## src/rtl/customized_float_to_fixed_pkg.sv

```systemverilog
// Shared constants and encodings for the float-to-fixed converter blocks.
package customized_float_to_fixed_pkg;

    localparam int EXP_W    = 8;
    localparam int EXP_BIAS = 127;

    typedef enum logic [1:0] {
        IDLE = 2'd0,
        CALC = 2'd1,
        DONE = 2'd2
    } state_t;

    // Which result the CALC phase produces when its counter runs out.
    typedef enum logic [1:0] {
        PATH_NORMAL = 2'd0,
        PATH_ZERO   = 2'd1,
        PATH_SAT    = 2'd2
    } path_t;

endpackage

```

## src/rtl/fixed_shift_step.sv

```systemverilog
// One-bit logical shifter applied to the working magnitude once per CALC cycle.
module fixed_shift_step #(
    parameter int width = 48
) (
    input  logic [width-1:0] w_in,
    input  logic             shift_left,
    output logic [width-1:0] w_out
);

    assign w_out = shift_left ? {w_in[width-2:0], 1'b0} : {1'b0, w_in[width-1:1]};

endmodule

```

## src/rtl/customized_float_to_fixed.sv

```systemverilog
// Converts a custom-width IEEE-style float to sign/magnitude fixed point by
// sliding the significand one bit per cycle until its binary point lines up.
module customized_float_to_fixed
    import customized_float_to_fixed_pkg::*;
#(
    parameter int montissa_len = 23,
    parameter int int_len      = 32,
    parameter int fra_len      = 16
) (
    input  logic                            clk,
    input  logic                            rst,
    input  logic [montissa_len+EXP_W:0]     ieee_val,
    input  logic                            in_valid,
    output logic                            in_ready,
    output logic [int_len-1:0]              o_integer,
    output logic [fra_len-1:0]              o_fraction,
    output logic                            sign_flag,
    output logic                            overflow,
    output logic                            out_valid,
    input  logic                            out_ready
);

    localparam int W_LEN = int_len + fra_len;
    localparam int CNT_W = $clog2(W_LEN + 1);

    state_t             state;
    path_t              path;
    logic [W_LEN-1:0]   w;
    logic [W_LEN-1:0]   w_next;
    logic [CNT_W-1:0]   cnt;
    logic               shift_left;
    logic               sign_r;

    logic                    in_sign;
    logic [EXP_W-1:0]        in_exp;
    logic [montissa_len-1:0] in_man;

    assign in_sign = ieee_val[montissa_len+EXP_W];
    assign in_exp  = ieee_val[montissa_len +: EXP_W];
    assign in_man  = ieee_val[montissa_len-1:0];

    int               e_i;
    int               k_i;
    path_t            acc_path;
    logic [CNT_W-1:0] acc_cnt;
    logic             acc_left;

    // k is how far the significand's LSB sits from the output's 2^-fra_len position.
    // NOTE: every signal assigned in always_comb gets a default first, so no path leaves it unassigned and no latch is inferred.
    always_comb begin
        e_i      = int'(in_exp) - EXP_BIAS;
        k_i      = e_i - montissa_len + fra_len;
        acc_path = PATH_NORMAL;
        acc_cnt  = '0;
        acc_left = 1'b0;
        if (in_exp == '0 || k_i <= -(montissa_len + 1)) begin
            acc_path = PATH_ZERO;
        end else if (in_exp == '1 || e_i >= int_len) begin
            acc_path = PATH_SAT;
        end else begin
            acc_left = (k_i > 0);
            acc_cnt  = CNT_W'((k_i < 0) ? -k_i : k_i);
        end
    end

    fixed_shift_step #(
        .width (W_LEN)
    ) u_shift (
        .w_in       (w),
        .shift_left (shift_left),
        .w_out      (w_next)
    );

    // NOTE: all state here is updated with non-blocking assignments so every flop samples pre-edge values.
    always_ff @(posedge clk or posedge rst) begin
        if (rst) begin
            state      <= IDLE;
            path       <= PATH_NORMAL;
            w          <= '0;
            cnt        <= '0;
            shift_left <= 1'b0;
            sign_r     <= 1'b0;
            o_integer  <= '0;
            o_fraction <= '0;
            sign_flag  <= 1'b0;
            overflow   <= 1'b0;
            out_valid  <= 1'b0;
            in_ready   <= 1'b1;
        end else begin
            case (state)
                IDLE: begin
                    if (in_valid) begin
                        sign_r     <= in_sign;
                        w          <= W_LEN'({1'b1, in_man});
                        cnt        <= acc_cnt;
                        shift_left <= acc_left;
                        path       <= acc_path;
                        in_ready   <= 1'b0;
                        state      <= CALC;
                    end
                end
                CALC: begin
                    if (cnt != '0) begin
                        w   <= w_next;
                        cnt <= cnt - 1'b1;
                    end else begin
                        // Shortcuts also finish here, so every path pays the final CALC cycle.
                        case (path)
                            PATH_ZERO: begin
                                o_integer  <= '0;
                                o_fraction <= '0;
                                sign_flag  <= 1'b0;
                                overflow   <= 1'b0;
                            end
                            PATH_SAT: begin
                                o_integer  <= '1;
                                o_fraction <= '1;
                                sign_flag  <= sign_r;
                                overflow   <= 1'b1;
                            end
                            default: begin
                                o_integer  <= w[W_LEN-1:fra_len];
                                o_fraction <= w[fra_len-1:0];
                                sign_flag  <= sign_r;
                                overflow   <= 1'b0;
                            end
                        endcase
                        out_valid <= 1'b1;
                        state     <= DONE;
                    end
                end
                DONE: begin
                    if (out_ready) begin
                        out_valid <= 1'b0;
                        in_ready  <= 1'b1;
                        state     <= IDLE;
                    end
                end
                default: begin
                    out_valid <= 1'b0;
                    in_ready  <= 1'b1;
                    state     <= IDLE;
                end
            endcase
        end
    end

endmodule

```

## config.mk

```make
export PLATFORM = sky130hd
export DESIGN_NAME = customized_float_to_fixed
export DESIGN_NICKNAME = d
export VERILOG_FILES = /design/src/rtl/customized_float_to_fixed_pkg.sv /design/src/rtl/fixed_shift_step.sv /design/src/rtl/customized_float_to_fixed.sv
export SDC_FILE = /design/constraint.sdc
export NUM_CORES = 1
export LEC_CHECK = 0
export ABC_AREA = 0
export BUFFER_PORTS_ARGS = -buffer_cell sky130_fd_sc_hd__clkbuf_2
export CAP_MARGIN = 25
export CORE_MARGIN = 3
export CORE_UTILIZATION = 55
export CTS_BUF_LIST = sky130_fd_sc_hd__clkbuf_8 sky130_fd_sc_hd__clkbuf_16
export DETAILED_ROUTE_END_ITERATION = 6
export PLACE_DENSITY = 0.8
export SLEW_MARGIN = 0
export SYNTH_ARGS = -nofsm -noshare
export SYNTH_HDL_FRONTEND = slang
export SYNTH_SLANG_ARGS = --single-unit
```

## constraint.sdc

```tcl
create_clock -name clk -period 7 [get_ports clk]
set_input_delay 0.7 -clock clk [delete_from_list [all_inputs] [get_ports clk]]
set_output_delay 0.7 -clock clk [all_outputs]
set_load 0.02 [all_outputs]
```

# Word level (Yosys, flattened, before mapping)
# Cells that the tools add are included.
# totals
out_inout_bits	52
inputBits	36
regBits	112
# op_classes
add_sub_neg	5
bitwise_logic	3
reduce_logical	12
n_lt_le_gt_ge	4
n_mux	28
eq_ne	9
# op_table
op	n
two-way mux 48 bit	3
case mux 48 bit (2 select lines)	1
case mux 32 bit (2 select lines)	1
case mux 16 bit (2 select lines)	1
two-way mux 6 bit	5
case mux 6 bit (2 select lines)	1
AND reduction 3 bit	4
adder 10 x 6 -> 11 bit (second input constant)	1
> comparator 11 x 1 -> 1 bit (second input constant)	1
less-or-equal comparator 11 x 6 -> 1 bit (second input constant)	1
less-than comparator 11 x 1 -> 1 bit (second input constant)	1
two-way mux 2 bit	5
subtractor 9 x 6 -> 10 bit (second input constant)	1
greater-or-equal comparator 9 x 7 -> 1 bit (second input constant)	1
subtractor 8 x 7 -> 9 bit (second input constant)	1
equality test 8 bit (second input constant)	1
zero test 8 bit	1
two-way mux 1 bit	8
inequality test 2 bit (second input constant)	4
negation 6 bit	1
case mux 1 bit (3 select lines)	2
case mux 2 bit (3 select lines)	1
nonzero test 6 bit	1
subtractor 6 x 1 -> 6 bit (second input constant)	1
7 further kinds	13

# Logic depth before layout (Yosys ltp)
# logic_depth
word_depth	9
ltp_mapped	10
mapped_depth_nobuf	9

# Modules after synthesis
# From an unflattened synthesis, not the netlist that was laid out.
# unflattened
hier_cells	684
area_unflattened_um2	6182.2
# modules_own_cells
module	area_per_inst_um2	cells_each	n_inst
customized_float_to_fixed	5540.3	631	1
fixed_shift_step	641.9	53	1

# Least setup slack after synthesis
# No wires, ideal clock.
# synth_timing
path_type	input port to flip-flop
startpoint	input port ieee_val[23]
endpoint	register cnt[4]
setup_ns	0.126
arrival_ns	2.554
required_ns	6.874
path_buffers	1
path_stages	10
setup_slack_ns	4.320
path_cell_list	buf_6 inv_1 ha_1 nor2b_1 a22oi_1 o311a_4 a2111oi_4 o2111ai_2 a31oi_2 a221o_1
# synth_between
elab_chain_len	9
elab_cells_between_ends	16
classes_between	4 x add/sub; 3 x order compare; 1 x eq/ne; 5 x mux; 3 x reduce/logical
# synth_rtl
item	line	rtl
from (decl)	customized_float_to_fixed.sv:12	input logic [montissa_len+EXP_W:0] ieee_val,
subtractor 8 x 7 -> 9 bit	customized_float_to_fixed.sv:51	e_i = int'(in_exp) - EXP_BIAS;
subtractor 9 x 6 -> 10 bit	customized_float_to_fixed.sv:52	k_i = e_i - montissa_len + fra_len;
adder 10 x 6 -> 11 bit	customized_float_to_fixed.sv:52	
less-than comparator 11 x 1 -> 1 bit / negation 6 bit (equally long branches)	customized_float_to_fixed.sv:62	acc_cnt = CNT_W'((k_i < 0) ? -k_i : k_i);
two-way mux 6 bit	customized_float_to_fixed.sv:62	
two-way mux 6 bit	customized_float_to_fixed.sv:58	end else if (in_exp == '1 || e_i >= int_len) begin
two-way mux 6 bit (*)	customized_float_to_fixed.sv:56	if (in_exp == '0 || k_i <= -(montissa_len + 1)) begin
two-way mux 6 bit (*)	customized_float_to_fixed.sv:92	if (in_valid) begin
case mux 6 bit (2 select lines) (*)	customized_float_to_fixed.sv:90	case (state)
to (signal assigned)	customized_float_to_fixed.sv:95	cnt <= acc_cnt;
to (signal assigned)	customized_float_to_fixed.sv:105	cnt <= cnt - 1'b1;
to (decl)	customized_float_to_fixed.sv:30	logic [CNT_W-1:0] cnt;
# Mark *: on every way between the ends. The rest lies on a longest branch, timed or not. The select of a mux whose other input is x is not followed.
# A chain may end at the register's enable or synchronous reset.

# Worst setup path in the final report
# layout_timing
startpoint	register cnt[3]
endpoint	register cnt[5]
# layout_between
elab_chain_len	3
elab_cells_between_ends	6
classes_between	1 x add/sub; 1 x eq/ne; 2 x mux; 2 x reduce/logical
# layout_rtl
item	line
subtractor 6 x 1 -> 6 bit / nonzero test 6 bit (equally long branches)	customized_float_to_fixed.sv:105, customized_float_to_fixed.sv:103
two-way mux 6 bit / inequality test 2 bit (equally long branches)	n/a
case mux 6 bit (2 select lines) / AND reduction 3 bit (equally long branches)	n/a
# Parallel ways exist; a longest one is shown, timed or not. The select of a mux whose other input is x is not followed.

==> impl_metrics.toml <==
[hold_path]
worst_hold_path_type = "in2async"

[sta]
hold_viol = 0
rsz0062_at_grt = "false"
slew_headroom_pct = 39.8
slew_violations = 0
tightest_slew_ps = 902
setup_slack_ps = 3790
skew_ps = 16.0
fmax_mhz = 311
setup-tns-final_ps = 0
period_needed_ps = 3210
setup_viol = 0
period_share_pct = 45.9

[clocking]
clk_latency_ps = 370
cts_tree = "built"
cts_root_buf = "clkbuf_8"
cts_hold_buf = 0
clk_pin_slew_worst_paths_ps = 120
clock_path_buffers = 2
numCtsBuffers = 9
h-tree-depth = 3
cts_setup_buffers = 0
cts_resized = 0
cts_sinks = 112

[floorplan]
core_area_mm2 = 0.0104
fp-row-count = 37
die_w_um = 109
die_h_um = 109
die-area_mm2 = 0.0120
start_util_pct = 56.6
io_pins = 88

[layout]
synthToLayoutAreaGrowth_pct = 11.9
drive_above_1_share_pct = 17.7
antenna_cells = 0
fillCellCount = 896
final_nets = 757

[synthesis]
synth_edf_count = 0
ys_seq_area_share_pct = 47.8
synth.net_count = 700
synth.ff_latch_count = 112
synth-main-ff-cell = "dfrtp_1"
syn_inst = 656
yosys.cell_types.count = 53
synth_warnings = 0
async_reset_ff_share_pct = 100
synth_area_per_cell_um2 = 8.95
synth_area_mm2 = 0.00587

[critical_path]
crit_start = "cnt[3]$_DFFE_PP0P_"
cp_top_family = "simple AND/OR/NAND/NOR gates"
crit_type = "reg2reg"
worst_path_max_delay_cell = "buf_4"
arrival_ps = 3430
crit_buf_inv = 2
reg2reg_from = "cnt[3]$_DFFE_PP0P_"
path_max_fanout = 99
critPathLaunchType = "flop"
max_stage_delay_ps = 670
critPathRequiredTime_ps = 7220
critPathCaptureType = "flop"
crit_chain = "or3_1 -> nor3b_2 -> nor2_1 -> nor2_4 -> buf_4 -> inv_1 -> a32oi_1 -> o31ai_1"

[global_route]
antenna_found_initial = 0
grt_start_max_net_pins = 100
grt_pass1_vias = 4573
track_usage_pct = 21.8
grt_pass1_wl_mm = 21.3
gr-total-overflow = 0

[job]
drv_cap = 0

[routing]
wirelength_mm = 12.6
drt-pass1-iter-count = 5
ant_nets = 0
drc = 0
post_drt_wl_per_cell_um = 14.7
drt-vias-per-instance = 5.67
route.vias.total = 4843
drt_iter0_markers = 236

[placed_design]
place_ws_ps = 3830
port-buffer-count = 87
detailed_place_hpwl_mm = 8.39
globalplace.congestion = 0.879

[status]
outcome = "finished, final reports clean"

[pwr]
ir_worst_vdd_v = 0.000691
p_per_area_mw_per_mm2 = 428
p_leak_uw = 0.00287
-- path summary, 6_finish.rpt --
check                                                 to  slack, ps  depth (start not counted)
worst max-delay path                  cnt[5]$_DFFE_PP0P_       3790                          8
worst min-delay path            o_integer[4]$_DFFE_PP0P_        300                          2
worst max register to register        cnt[5]$_DFFE_PP0P_       3790                          8
worst min register to register      in_ready$_DFFE_PP1P_        480                          2
max in group asynchronous           in_ready$_DFFE_PP1P_       5760                          4
min in group clk                    in_ready$_DFFE_PP1P_        480                          2
-- cells in the final DEF, fill, tap and decap left out, drive strengths merged, types with 4 or more instances in the layout --
| cell | Yosys | final |
|---|---|---|
| a21oi | 79 | 79 |
| a22oi | 4 | 4 |
| and2 | 5 | 5 |
| buf | 10 | 8 |
| clkbuf | 39 | 96 |
| dfrtp | 111 | 111 |
| ha | 8 | 8 |
| inv | 10 | 14 |
| mux2i | 47 | 47 |
| nand2 | 123 | 123 |
| nand2b | 4 | 4 |
| nand3 | 9 | 9 |
| nor2 | 39 | 39 |
| nor2b | 5 | 5 |
| nor3 | 6 | 6 |
| o21ai | 85 | 85 |
| o31ai | 27 | 27 |
| or3 | 4 | 4 |
| xnor2 | 7 | 7 |
-- synthesized netlist by cell type, types with 2 or more instances --
library cell / instances / area [µm²]
o211ai_1: 3 / 22.5
nand2b_1: 4 / 25.0
nor3_1: 6 / 30.0
clkbuf_1: 39 / 146
o21ai_0: 76 / 380
and2_1: 4 / 25.0
xnor2_1: 7 / 61.3
buf_2: 6 / 30.0
or3_1: 4 / 25.0
nor2_1: 38 / 143
dfrtp_1: 111 / 2780
a22oi_1: 3 / 22.5
xor2_1: 3 / 26.3
a31oi_1: 2 / 12.5
a21oi_1: 79 / 395
nand2_1: 123 / 462
nor2b_1: 5 / 31.3
ha_1: 8 / 100
o21ai_1: 9 / 45.0
nor3b_1: 2 / 15.0
nand3_1: 8 / 40.0
inv_1: 10 / 37.5
o31ai_1: 27 / 203
a221o_1: 3 / 30.0
mux2i_1: 47 / 470
buf_6: 2 / 22.5
-- cell type report --
cell class,count,area (µm²),area share (%)
clock inverters,7,66.3,1.01
flip-flops and latches,112,2810,42.7
inverters,10,40.0,0.609
multi-input cells,485,2840,43.2
repair buffers,95,528,8.04
well taps,136,170,2.59
clock buffers,9,124,1.88
-- report_power, final --
group	total [µW]	internal [µW]	switching, µW
Clock	372	138	234
Sequential	1060	886	177
Combinational	1380	445	933
-- stage by stage --
| stage | hold WS [ps] | area, µm² | power [µW] | util (%) | instances |
|---|---|---|---|---|---|
| 4_1_cts | 297 | 6520 | 2830 | 62.9 | 852 |
| 3_3_place_gp | 461 | 6330 | 2410 | 61.1 | 836 |
| 6_report | 301 | 6570 | 2810 | 63.4 | 854 |
| 2_1_floorplan | 447 | 5870 | 2080 | - | 656 |
| 5_1_grt | 323 | 6570 | 3060 | 63.4 | 854 |
| 3_5_place_dp | 469 | 6330 | 2450 | 61.1 | 836 |
-- registers in the layout, summed over array words and instances, names as in the netlist --
register / flops
sign_flag: 1
overflow: 1
sign_r: 1
o_fraction: 16
cnt: 6
in_ready: 1
shift_left: 1
out_valid: 1
path: 2
o_integer: 32
w: 48
state: 2
-- per-layer routing --
layer	share of wire (%)	GRT usage, %	wire length, µm
met3	5.0	3.82	629
met5	0	0	0
met4	1.2	5.25	146
met2	49	36.7	6160
met1	45	29.5	5610
-- kinds of logic (layout without fill, tap and decap cells) --
family          Yosys count  count (layout)  share of synthesized area (%)
flops                   112             112                           47.8
xor+xnor                 10              10                           1.49
simple gates            203             203                           14.9
compound gates          216             216                           21.7
buf+inv                  59             121                           4.22
fa+ha+maj                 8               8                           1.70
mux                      48              48                           8.20
No activity file was read; power rests on OpenSTA's default activity.
